File: src/rtl/operand_sequencer.sv
// Operand entry front-end for the 4-bit adder: synchronizes and debounces two buttons and sequences A/B capture.
// Optional `OPERAND_SEQ_LIVE_PREVIEW_EN` lets the field being entered follow SWITCH combinationally.
module operand_seq_debounce #(
  parameter int DEBOUNCE_CYCLES = 4
) (
  input  logic clk,
  input  logic rst,
  input  logic raw,
  output logic press
);
  localparam logic [7:0] LAST = 8'(DEBOUNCE_CYCLES - 1);

  logic       s1, s2, acc, acc_d, rdy, armed;
  logic [7:0] cnt;

  always_ff @(posedge clk) begin
    if (rst) begin
      s1    <= 1'b0;
      s2    <= 1'b0;
      acc   <= 1'b0;
      acc_d <= 1'b0;
      rdy   <= 1'b0;
      armed <= 1'b0;
      cnt   <= 8'd0;
    end else begin
      s1    <= raw;
      s2    <= s1;
      acc_d <= acc;
      rdy   <= 1'b1;
      // a button held through reset must be seen released before it may pulse
      if (rdy && !s1) armed <= 1'b1;
      if (s2 == acc) cnt <= 8'd0;
      else if (cnt == LAST) begin
        acc <= ~acc;
        cnt <= 8'd0;
      end else cnt <= cnt + 8'd1;
    end
  end

  assign press = acc & ~acc_d & armed;
endmodule

module operand_sequencer #(
  parameter int DEBOUNCE_CYCLES = 4
) (
  input  logic       clk,
  input  logic       rst,
  input  logic [3:0] SWITCH,
  input  logic       btn_next,
  input  logic       btn_clear,
  output logic [7:0] operands,
  output logic [1:0] state,
  output logic       valid,
  output logic [7:0] pair_count
);
  localparam int NUM_BTN = 2;
  localparam int NXT = 0;
  localparam int CLR = 1;

  localparam logic [1:0] WAIT_A = 2'd0;
  localparam logic [1:0] WAIT_B = 2'd1;
  localparam logic [1:0] SHOW   = 2'd2;

  logic [NUM_BTN-1:0] btn_raw, press;
  logic [3:0]         a_reg, b_reg;

  assign btn_raw = {btn_clear, btn_next};

  genvar g;
  generate
    for (g = 0; g < NUM_BTN; g++) begin : g_btn
      operand_seq_debounce #(.DEBOUNCE_CYCLES(DEBOUNCE_CYCLES)) u_db (
        .clk  (clk),
        .rst  (rst),
        .raw  (btn_raw[g]),
        .press(press[g])
      );
    end
  endgenerate

  always_ff @(posedge clk) begin
    if (rst) begin
      state      <= WAIT_A;
      valid      <= 1'b0;
      a_reg      <= 4'h0;
      b_reg      <= 4'h0;
      pair_count <= 8'd0;
    end else if (press[CLR]) begin
      state <= WAIT_A;
      valid <= 1'b0;
      a_reg <= 4'h0;
      b_reg <= 4'h0;
    end else if (press[NXT]) begin
      case (state)
        WAIT_A: begin
          a_reg <= SWITCH;
          state <= WAIT_B;
          valid <= 1'b0;
        end
        WAIT_B: begin
          b_reg      <= SWITCH;
          state      <= SHOW;
          valid      <= 1'b1;
          pair_count <= pair_count + 8'd1;
        end
        SHOW: begin
          a_reg <= SWITCH;
          b_reg <= 4'h0;
          state <= WAIT_B;
          valid <= 1'b0;
        end
        default: begin
          state <= WAIT_A;
          valid <= 1'b0;
        end
      endcase
    end
  end

`ifdef OPERAND_SEQ_LIVE_PREVIEW_EN
  always_comb begin
    operands = {b_reg, a_reg};
    case (state)
      WAIT_A:  operands = {b_reg, SWITCH};
      WAIT_B:  operands = {SWITCH, a_reg};
      default: operands = {b_reg, a_reg};
    endcase
  end
`else
  assign operands = {b_reg, a_reg};
`endif
endmodule

File: config.mk
export PLATFORM = sky130hd
export DESIGN_NAME = operand_sequencer
export DESIGN_NICKNAME = d
export VERILOG_FILES = /design/src/rtl/operand_sequencer.sv
export SDC_FILE = /design/constraint.sdc
export NUM_CORES = 1
export LEC_CHECK = 0
export CORE_UTILIZATION = 57
export DETAILED_ROUTE_END_ITERATION = 10
export PLACE_DENSITY = 0.92
export SYNTH_ARGS = -nofsm -noshare
export SYNTH_HDL_FRONTEND = slang
export SYNTH_SLANG_ARGS = --single-unit
File: constraint.sdc
create_clock -name clk -period 4.98 [get_ports clk]
set_input_delay 0.996 -clock clk [delete_from_list [all_inputs] [get_ports clk]]
set_output_delay 0.996 -clock clk [all_outputs]
set_load 0.03 [all_outputs]
# --- Word level (Yosys, flattened, before mapping) ---
# Cells that the tools add are included.
op_classes:
  mul: 0
  n_div: 0
  addsub: 3
  reduce_logical: 15
  shift: 0
  mux: 4
  bitwise_logic: 11
  order_cmp: 0
  n_eq_ne: 6
ops:
  columns: ["operator", "count"]
  rows:
  - ["$add A8 B1 Y8 const B", 3]
  - ["$eq A8 B2 Y1 const B", 2]
  - ["$pmux W4 S2", 1]
  - ["$reduce_and A2 Y1", 4]
  - ["$not A1 Y1", 7]
  - ["$reduce_or A3 Y1", 2]
  - ["$and A1 B1 Y1", 4]
  - ["$pmux W2 S2", 1]
  - ["$reduce_or A2 Y1", 2]
  - ["$reduce_and A3 Y1", 1]
  - ["$eq A1 B1 Y1", 2]
  - ["$eq A2 B1 Y1 const B", 1]
  - ["$eq A2 B2 Y1 const B", 1]
  - ["$logic_and A1 B1 Y1", 2]
  - ["$logic_not A1 Y1", 2]
  - ["$logic_not A2 Y1", 1]
  - ["$mux W1", 2]
  - ["$reduce_bool A2 Y1", 1]
totals:
  memories: 0
  romBits: 0
  elab_cells: 57
  mem_bits_rw: 0
  latchBits: 0
  reg_bits: 46

# --- Depth between registers and ports, before layout ---
depth:
  ltp_word: 5
  ltp_mapped: 6

# --- By module ---
# From an unflattened synthesis, not the netlist that was laid out.
unflattened:
  hier_cells: 200
  area_unflattened_um2: 1844.3
by_module_without_submodules:
  columns: ["mod", "seq_area_each_um2", "cells_per_inst", "area_per_inst_um2", "n_inst"]
  rows:
  - ["operand_seq_debounce", 280.3, 58, 524.3, 2]
  - ["operand_sequencer", 360.3, 84, 795.8, 1]

# --- Worst setup path before layout ---
# OpenSTA, ideal clock, no wires.
synth_path:
  path_kind: "register -> register"
  from: "register state[0]"
  to: "register pair_count[5]"
  t_arrival_ps: 1725
  path_stages_with_launch: 6
  synth_period_minus_slack_ps: 1845
  setup_slack_ps: 3135
  path_cell_list: "dfxtp_1 -> ha_1 -> nand4b_1 -> buf_2 -> nor4b_1 -> mux2_2"
synth_between:
  elab_chain_cells: 2
synth_rtl:
  columns: ["item", "line_no", "rtl"]
  rows:
  - ["start: declaration", "52", "output logic [1:0] state,"]
  - ["start signal: assignment", "83", "state <= WAIT_A;"]
  - ["start signal: assignment", "89", "state <= WAIT_A;"]
  - ["start signal: assignment", "97", "state <= WAIT_B;"]
  - ["$eq A2 B1 Y1", "94", "case (state)"]
  - ["$reduce_and A3 Y1 (no source line)", null, null]
  - ["end signal: assignment", "104", "pair_count <= pair_count + 8'd1;"]
  - ["end: declaration", "54", "output logic [7:0] pair_count"]
# No other way between the ends.
# A chain may end at the register's enable or synchronous reset.

# --- Final worst setup path ---
layout_path:
  from: "register pair_count[2]"
  to: "output port pair_count[2]"
# No word-level cell between the ends.

==> results.ini <==
[global_route]
antenna_found_initial=0
globalRouteTotalUtil_pct=21.7
grt_max_degree=23
grt_pass1_wl_um=5750
overflow=0
grt_pass1_vias=1398

[clock_tree]
cts_buffers=5
clk_pin_slew_ps=120
ctsHoldBuffers=0
h-tree-depth=2
clk_latency_ps=350
clock_sinks=45
clock_path_buffers=2
cts_setup_buffers=0
cts_root_buffer=clkbuf_4
post_cts_resized=0
cts_tree=done

[drt]
first_pass_iters=4
wl_um=3290
drc_errors=0
viasPerCell=5.53
vias=1547
ant_nets=0
drt-initial-drc-count=128
detail_route.wl_per_cell_um=11.8

[power_and_ir_drop]
power_mw=0.559
power.density_nw_per_um2=250
irDropWorstVdd_mv=0.195
p_leak_nw=0.763

[timing]
max_freq_mhz=399
worstMarginPinSlew_ps=720
slew_headroom_pct=51.8
whs_ps=453
finalWorstSetupSlack_ps=2470
setup_viol=0
setup_tns_ps=0
finClkSkew_ps=6.44
period_share_pct=50.4
hold_viol=0
fin_crit_ps=2510
rsz0062_at_grt=false
slew_viol_final=0

[finish]
largest_registers=g_btn.u_db.cnt x16, pair_count x8
num_antenna_cells=0
regMostFlops=g_btn.u_db.cnt
final_util_pct=72.1
syn_to_final_growth_pct=18.3
nets=251
final_cells=280
design_area_sq_um=2240
drive_above_1_share_pct=7.63
fill_cells=258
largest_reg_flops=16

[setup_path]
crit_cells=1
critPathRequiredTime_ps=3980
reg2regPathDepth=4
crit_chain=clkdlybuf4s50_1
crit_family=buffers and inverters
ff2ff_setup_slack_ps=3060
reg2reg_to=pair_count[5]
cp-start-kind=flip-flop
end_kind=primary output
endpoint=pair_count[2]
startpoint=pair_count[2]
path_class=reg -> out
worstReg2RegStart=state[0]
cp_slowest_cell=clkdlybuf4s50_1
slowest_delay_ps=710
crit_fanout=7
crit_arrival_ps=1510
worst-path-buf-inv=1

[floorplan]
dieArea_sq_um=3550
row_count=20
ios=27
initial_utilization_pct=60.9
core_sq_um=3100
die_h_um=59.6
die_w_um=59.6

[synthesis]
yosysSeqAreaShare_pct=47.7
avgSynthCellArea_sq_um=9.09
synth-edff-count=0
syn-num-nets=223
yosys-top-cells-count=45 x dfxtp_1, 25 x a21oi_1, 18 x nor2_1
yosysTopAreaCellShare_pct=47.7
syn_inst=208
yosysTopAreaCell=dfxtp_1
yosysWarnings=0
synth-seq-cells=45
synthArstFlopShare_pct=0
yosys.cell_types.count=28
synth_most_common_cell=dfxtp_1
synth_area_leaders=dfxtp_1 48%, a21oi_1 6.6%, ha_1 4.6%, or3_1 4.0%, nand3_1 3.7%
yosys_most_used_dff=dfxtp_1
netlist_area_sq_um=1890

[place]
io_buffers=26
place_congestion=0.782
dp_cells=273
placed_area_sq_um=2180
pre_cts_ws_ps=2290
dp_hpwl_um=2360

[flow_run]
drv_cap=0

[worst_hold_path]
min_path_type=reg -> reg

[status]
status=completed

-- worst min path at each step --
stage	end	start	depth (start not counted)	slack (ps)
2_1_floorplan	g_btn[0].u_db.s2	g_btn[0].u_db.s1	2	410
4_1_cts	g_btn[0].u_db.s2	g_btn[0].u_db.s1	2	450
6_report	g_btn[0].u_db.cnt[0]	g_btn[0].u_db.cnt[0]	1	450
5_1_grt	g_btn[0].u_db.cnt[0]	g_btn[0].u_db.cnt[0]	1	480
3_5_place_dp	g_btn[0].u_db.s2	g_btn[0].u_db.s1	2	430
3_3_place_gp	g_btn[0].u_db.cnt[0]	g_btn[0].u_db.cnt[0]	1	430
-- power breakdown --
part	total (mW)	switching, mW	internal, mW
clock	0.176	0.109	0.0668
combinational	0.0167	0.00874	0.00792
sequential	0.366	0.00241	0.364
total	0.559	0.120	0.438
-- worst reg2reg max path: cells and delay by family (launching register included) --
kind | cells | cell delay [ps]
simple gates | 2 | 810
fa+ha+maj | 1 | 210
mux | 1 | 370
flops | 1 | 440
-- logic make-up after synthesis --
group / Yosys count / share of synthesized area [%]
buf+inv: 16 / 3.44
xor+xnor: 8 / 3.71
fa+ha+maj: 7 / 4.63
flops: 45 / 47.7
mux: 3 / 1.79
compound gates: 44 / 12.8
simple gates: 85 / 25.9
-- final cells by class --
| class | count | area [sq um] | area share (%) |
|---|---|---|---|
| multi-input cells | 147 | 925 | 41.3 |
| flip-flops and latches | 45 | 901 | 40.3 |
| repair buffers | 26 | 260 | 11.6 |
| clock buffers | 7 | 55.1 | 2.46 |
| well taps | 44 | 55.1 | 2.46 |
| inverters | 11 | 41.3 | 1.85 |
-- routing by layer --
metal	GRT usage [%]	vias to the layer above	wire length, um
li1	-	790	-
met1	25.4	730	1580
met2	36.3	20	1560
met3	6.77	7	95
met4	9.63	0	65
met5	0	-	0
-- layout by cell type (no fill, tap or decap), drive strengths merged --
cell type | Yosys | final
mux2 | 3 | 3
nor4 | 1 | 1
inv | 11 | 11
nand4 | 5 | 5
and3b | 2 | 2
or4 | 3 | 3
nand3b | 2 | 2
clkdlybuf4s50 | 0 | 26
xnor2 | 2 | 2
o21ai | 14 | 14
o31ai | 3 | 3
nor2 | 18 | 18
dfxtp | 45 | 45
or4b | 2 | 2
clkbuf | 3 | 7
ha | 7 | 7
nor2b | 7 | 7
nand2 | 10 | 10
a21oi | 25 | 25
nand3 | 14 | 14
o211ai | 2 | 2
or2 | 1 | 1
nor4b | 2 | 2
or3b | 4 | 4
or3 | 12 | 12
nand4b | 2 | 2
xor2 | 6 | 6
Note: power is estimated with default switching activity, not from simulation.
